**src/rtl/input_strobe_fifo.sv**
```systemverilog
// Device strobe/ack front end buffering words in a FIFO for the CPU input port.
// Define IN_STROBE_SYNC_EN to pass dev_strobe through a 2-flop synchroniser.
module input_strobe_fifo #(
    parameter int WIDTH = 32,
    parameter int DEPTH = 4
) (
    input  logic             clk,
    input  logic             clr,
    input  logic [WIDTH-1:0] dev_data,
    input  logic             dev_strobe,
    output logic             dev_ack,
    input  logic             in_rd,
    output logic [WIDTH-1:0] inputUnit,
    output logic             in_ready,
    output logic             in_full
);

    localparam int AW = $clog2(DEPTH);
    localparam int CW = AW + 1;

    typedef enum logic [1:0] {
        RST_WAIT = 2'd0,
        IDLE     = 2'd1,
        ACK      = 2'd2
    } state_e;

    state_e           state_q, state_d;
    logic [WIDTH-1:0] mem_q [DEPTH];
    logic [AW-1:0]    wr_ptr_q, wr_ptr_d;
    logic [AW-1:0]    rd_ptr_q, rd_ptr_d;
    logic [CW-1:0]    count_q, count_d;
    logic             strb_s;
    logic             strb_ok;
    logic             push;
    logic             pop;

`ifdef IN_STROBE_SYNC_EN
    logic [1:0] sync_q;
    logic [1:0] sv_q;

    // sv_q marks when sync_q again reflects the live strobe after a clear,
    // so RST_WAIT cannot be fooled by the zeros left in the synchroniser.
    always_ff @(posedge clk) begin
        if (clr) begin
            sync_q <= '0;
            sv_q   <= '0;
        end else begin
            sync_q <= {sync_q[0], dev_strobe};
            sv_q   <= {sv_q[0], 1'b1};
        end
    end

    assign strb_s  = sync_q[1];
    assign strb_ok = sv_q[1];
`else
    assign strb_s  = dev_strobe;
    assign strb_ok = 1'b1;
`endif

    assign in_ready  = (count_q != '0);
    assign in_full   = (count_q == CW'(DEPTH));
    assign dev_ack   = (state_q == ACK);
    assign inputUnit = in_ready ? mem_q[rd_ptr_q] : '0;
    assign pop       = in_rd && in_ready;

    always_comb begin
        state_d = state_q;
        push    = 1'b0;
        unique case (state_q)
            RST_WAIT: begin
                if (!strb_s && strb_ok) state_d = IDLE;
            end
            IDLE: begin
                if (strb_s && !in_full) begin
                    push    = 1'b1;
                    state_d = ACK;
                end
            end
            ACK: begin
                if (!strb_s) state_d = IDLE;
            end
            default: state_d = RST_WAIT;
        endcase
    end

    always_comb begin
        wr_ptr_d = wr_ptr_q + AW'(push);
        rd_ptr_d = rd_ptr_q + AW'(pop);
        count_d  = count_q + CW'(push) - CW'(pop);
    end

    always_ff @(posedge clk) begin
        if (clr) begin
            state_q  <= RST_WAIT;
            wr_ptr_q <= '0;
            rd_ptr_q <= '0;
            count_q  <= '0;
        end else begin
            state_q  <= state_d;
            wr_ptr_q <= wr_ptr_d;
            rd_ptr_q <= rd_ptr_d;
            count_q  <= count_d;
        end
    end

    // Storage needs no clear: the head is gated by count.
    always_ff @(posedge clk) begin
        if (push) mem_q[wr_ptr_q] <= dev_data;
    end

endmodule
```
**config.mk**
```make
export PLATFORM = sky130hd
export DESIGN_NAME = input_strobe_fifo
export DESIGN_NICKNAME = d
export VERILOG_FILES = /design/src/rtl/input_strobe_fifo.sv
export SDC_FILE = /design/constraint.sdc
export NUM_CORES = 1
export LEC_CHECK = 0
export CAP_MARGIN = 20
export CORE_UTILIZATION = 54
export CTS_CLUSTER_SIZE = 28
export DETAILED_ROUTE_END_ITERATION = 6
export PLACE_DENSITY = 0.79
export SYNTH_ARGS = -nofsm -noshare
export SYNTH_HDL_FRONTEND = slang
export SYNTH_SLANG_ARGS = --single-unit
```
**constraint.sdc**
```tcl
create_clock -name clk -period 6.2 [get_ports clk]
set_input_delay 1.86 -clock clk [delete_from_list [all_inputs] [get_ports clk]]
set_output_delay 1.86 -clock clk [all_outputs]
set_load 0.03 [all_outputs]
```
After elaboration in Yosys (flattened, before gate mapping)
Memory sizes are Yosys's and may differ from the RTL's. A register that Yosys moved wholly into a read port is not among the register bits.
Cells that the tools add are included.
{ "word_totals": {"ff_bits": 9, "ram_bits": 128, "inputBits": 36, "output_inout_bits": 35, "elab_cells": 30, "memories": 1} }
{ "mem_list": {"columns": ["name", "depth", "width", "read_ports", "rd_ports_with_merged_regs", "wr", "line", "rtl"], "rows": [
  ["mem_q", 4, 32, 1, 1, 1, "28", "logic [WIDTH-1:0] mem_q [DEPTH];"]
]} }
{ "classes": {"addsub": 4, "n_eq_ne": 5, "n_mux": 9, "reduce_logical": 7} }
{ "op_table": {"columns": ["cell", "count"], "rows": [
  ["$mux W32", 1],
  ["$mux W2", 3],
  ["$add A2 B1 Y2", 2],
  ["$mux W1", 4],
  ["$ne A2 B2 Y1 const B", 2],
  ["$pmux W2 S2", 1],
  ["$add A3 B1 Y3", 1],
  ["$eq A3 B3 Y1 const B", 1],
  ["$reduce_bool A3 Y1", 1],
  ["$sub A3 B1 Y3", 1],
  ["$eq A2 B1 Y1 const B", 1],
  ["$eq A2 B2 Y1 const B", 1],
  ["$logic_and A1 B1 Y1", 2],
  ["$logic_not A2 Y1", 1],
  ["$reduce_and A2 Y1", 1],
  ["$reduce_or A2 Y1", 1],
  ["$logic_not A1 Y1", 1]
]} }

Longest topological paths before layout
{ "logic_depth": {"depth_word": 7, "ltp_mapped": 10, "mapped_depth_nobuf": 9} }

Worst setup path after synthesis
No wires, ideal clock.
{ "synth_path": {"kind": "input to register", "from": "input dev_strobe", "to": "memory mem_q[0][0] (enable)", "setup_ns": 0.461, "t_arrival_ns": 4.562, "t_required_ns": 5.739, "slack_ns": 1.177, "path_stages": 4, "path_buffers": 1, "cell_sequence": "nand2_1 > or3_1 > buf_6 > nor3_1"} }
{ "synth_via": {"elab_chain_cells": 5} }
{ "synth_lines": {"columns": ["element", "line", "rtl"], "rows": [
  ["start: declaration", "10", "input logic dev_strobe,"],
  ["$logic_and A1 B1 Y1", "74", "if (strb_s && !in_full) begin"],
  ["$mux W1", "74", null],
  ["$mux W1", "69", "unique case (state_q)"],
  ["$mux W1", "108", "if (push) mem_q[wr_ptr_q] <= dev_data;"],
  ["$mux W1 (implied by the code)", "108", null],
  ["end: declaration", "28", null]
]} }
Every way passes these cells.

==> metrics.txt <==
hold path start=state_q[1]; status=finished, final reports clean; # fillers=579; P&R area growth vs syn=27.1%; Setup TNS=0 ns; Setup crit end kind=output port; DR iter-0 viols=123; CP Launch Type=flop; Static Leak=0.00217 µW; gr usage total=20.6%; worst-path maximum fanout=27; n_diodes=0; Syn. warnings=0; Setup Viol. Count Final=0; CTS tree=built; std cell rows=35; Final Hold Fails=0; Adder-Cell Fraction of Synth Area=0.851%; WL/cell=20.3 µm; Max-Cap Viols=0; worst skew pair latency=0.52 ns; fmax=209 MHz; R2R depth=9; Max stage delay on crit path=0.60 ns; Worst Hold Margin=0.474 ns; RSZ-0062 raised after global routing=no; first-pass GRT wire length=14,500 µm; cell family contributing the most delay on the critical path=buffers and inverters; HPWL Detailed=5370 µm; vias in the first global route=2,680; Worst Hold Class=reg -> reg; post-synthesis register bit count=137; post-synthesis compound-gate area fraction=0.567%; crit path time final=4.78 ns; Register Area=0.00403 mm²; worst hold path cell count=1; Avg Inst Size Synth=21.3 µm²; Critical Path Start=rd_ptr_q[0]; total core area=0.00937 mm²; Initial Util=56.5%; WP data required=4.34 ns; crit-path cells=buf_4, mux4_2, and2_1, clkdlybuf4s50_1; postcts setup bufs=0; die area=0.0102 mm²; Num CTS Buffers=17; GRT overflow=0; Worst VDD drop=0.253 mV; Chip Width=101 µm; Most used DFF post-synth=edfxtp_1; Simple-Gate Fraction of Synth Area=6.00%; Tcrit/Tclk final=77.1%; Syn Std Cell Area=0.00529 mm²; Critical path buffers and inverters=2; fin. max-slew vios=0; Worst Tran Pin Value=0.899 ns; fin cells=471; CP Class=reg -> out; num ports=71; Post-CTS Resized=0; Worst R2R End=count_q[2]; area taken by multi-input logic gates=0.00118 mm²; arrival time worst endpoint=2.92 ns; largest family of logic cells by synthesized area=multiplexers; CTS Buffer Depth=2; XOR/XNOR share of the synthesized area=0.993%; hold buffer count at CTS=0; syn_nets=287; DRT antenna net count=0; vias=2,622; H-tree Lvls=4; final WL=9580 µm; layout cells sized above 1=21.3%; PD cells=464 mW/mm²; post-placement cell count=438; Max stage delay cell, worst path=clkdlybuf4s50_1; largest net degree at the start of global routing=35; Pre-antenna DRT Iters=4; gpl congestion=0.754; Via-to-Cell Ratio=5.57; Clock Sinks=137; library cells used by synthesis=25; die height=101 µm; mux share of post-synthesis cell area=13.6%; relative slew slack=40.0%; flop2flop setup slack=3.79 ns; sequential element share of the synthesized area=76.0%; worst hold endpoint=state_q[0]; Cells after Synth=248; FFs w/ async S/R, synth=0%; initial antenna violation count=0; Port-buffer cells=70; Reg2Reg Launch Point=count_q[1]; clock root cell=clkbuf_8; DRC=0; worst clock skew=0.00806 ns; Final Net Count=368; Worst-path clk slew=0.06 ns; Post-synth EDFFs=128
## flip-flops by register name, indices dropped and copies added (netlist names)
register and cells:
mem_q 128, count_q 3, rd_ptr_q 2, state_q 2, wr_ptr_q 2
## how the worst max path moves through the flow
stage | endpoint | slack (ns) | cells past startpoint
finish | inputUnit[22] | 1.42 | 4
global route | inputUnit[10] | 1.26 | 4
CTS | inputUnit[24] | 1.35 | 4
detailed placement | inputUnit[24] | 1.90 | 4
global placement | inputUnit[21] | 1.92 | 4
floorplan | mem_q[0][0] | 1.18 | 4
## worst register-to-register path, delay by kind of cell (launching register included)
kind | cells | cell delay [ns]
xor+xnor | 3 | 0.40
fa+ha+maj | 2 | 0.59
buf+inv | 1 | 0.13
flops | 1 | 0.45
simple gates | 3 | 0.72
## synth_stat cells (all sizes together), types with 2 or more instances
library cell	instances	area, µm²
edfxtp	128	3840
and2	32	200
mux4	32	721
dfxtp	9	180
buf	8	71.3
clkbuf	5	18.8
nor2	4	15.0
nor2b	4	25.0
xnor2	4	35.0
nand2	3	11.3
nor3b	3	37.5
ha	2	25.0
inv	2	12.5
or3	2	12.5
xor2	2	17.5
## cell usage in the layout, fill, tap and decap left out, types with 2 or more instances in the layout
cell	Yosys	final
clkinvlp_4	0	2
clkbuf_1	5	2
inv_6	1	3
mux4_2	32	32
or3_1	2	2
edfxtp_1	128	128
dfxtp_2	0	2
nor2b_1	4	4
xnor2_1	4	4
clkbuf_16	0	16
nor3b_4	0	2
ha_1	2	2
buf_4	0	4
clkinv_2	0	3
xor2_1	2	2
dfxtp_1	9	7
nand2_1	3	3
clkinv_1	0	2
and2_1	32	32
bufinv_16	0	4
clkdlybuf4s50_1	0	70
nor2_1	4	4
## stage by stage
stage / instance area [µm²] / total power, µW / util, % / setup WS [ns]
2_1_floorplan: 5290 / 1760 / - / 1.18
3_3_place_gp: 6120 / 2100 / 65.3 / 1.92
3_5_place_dp: 6120 / 2110 / 65.3 / 1.90
4_1_cts: 6710 / 3130 / 71.6 / 1.35
5_1_grt: 6730 / 3240 / 71.8 / 1.26
6_report: 6730 / 3120 / 71.8 / 1.42
## power breakdown
part | total, µW | internal [µW] | switching (µW)
sequential | 1090 | 1050 | 47.2
combinational | 1020 | 477 | 541
clock | 1010 | 650 | 361
total | 3120 | 2170 | 949
## final cells by class
type                            count  share of cell area, %
Tap cell                          129                   2.40
Timing Repair Buffer               75                   11.1
Multi-Input combinational cell     96                   17.6
Inverter                            2                  0.186
Sequential cell                   137                   59.8
Clock buffer                       19                   6.27
Clock inverter                     13                   2.60
## routing by layer
| metal | GRT usage [%] | routed length (µm) | up-vias |
|---|---|---|---|
| met2 | 33.5 | 5020 | 73 |
| met4 | 9.92 | 189 | 0 |
| met3 | 5.20 | 375 | 18 |
| met1 | 26.2 | 3990 | 1377 |
| li1 | - | - | 1154 |
| met5 | 0 | 0 | - |
## cell families (layout without fill, tap and decap cells)
logic type                 count (synthesis)  count (layout)
muxes                                     32              32
and+or+nand+nor                           51              51
xor gates and xnor gates                   6               6
buffers and inverters                     15             109
DFF                                      137             137
AOI/OAI and AO/OA                          4               4
adders and majority gates                  3               3
Power figures use the tool's default switching activity.
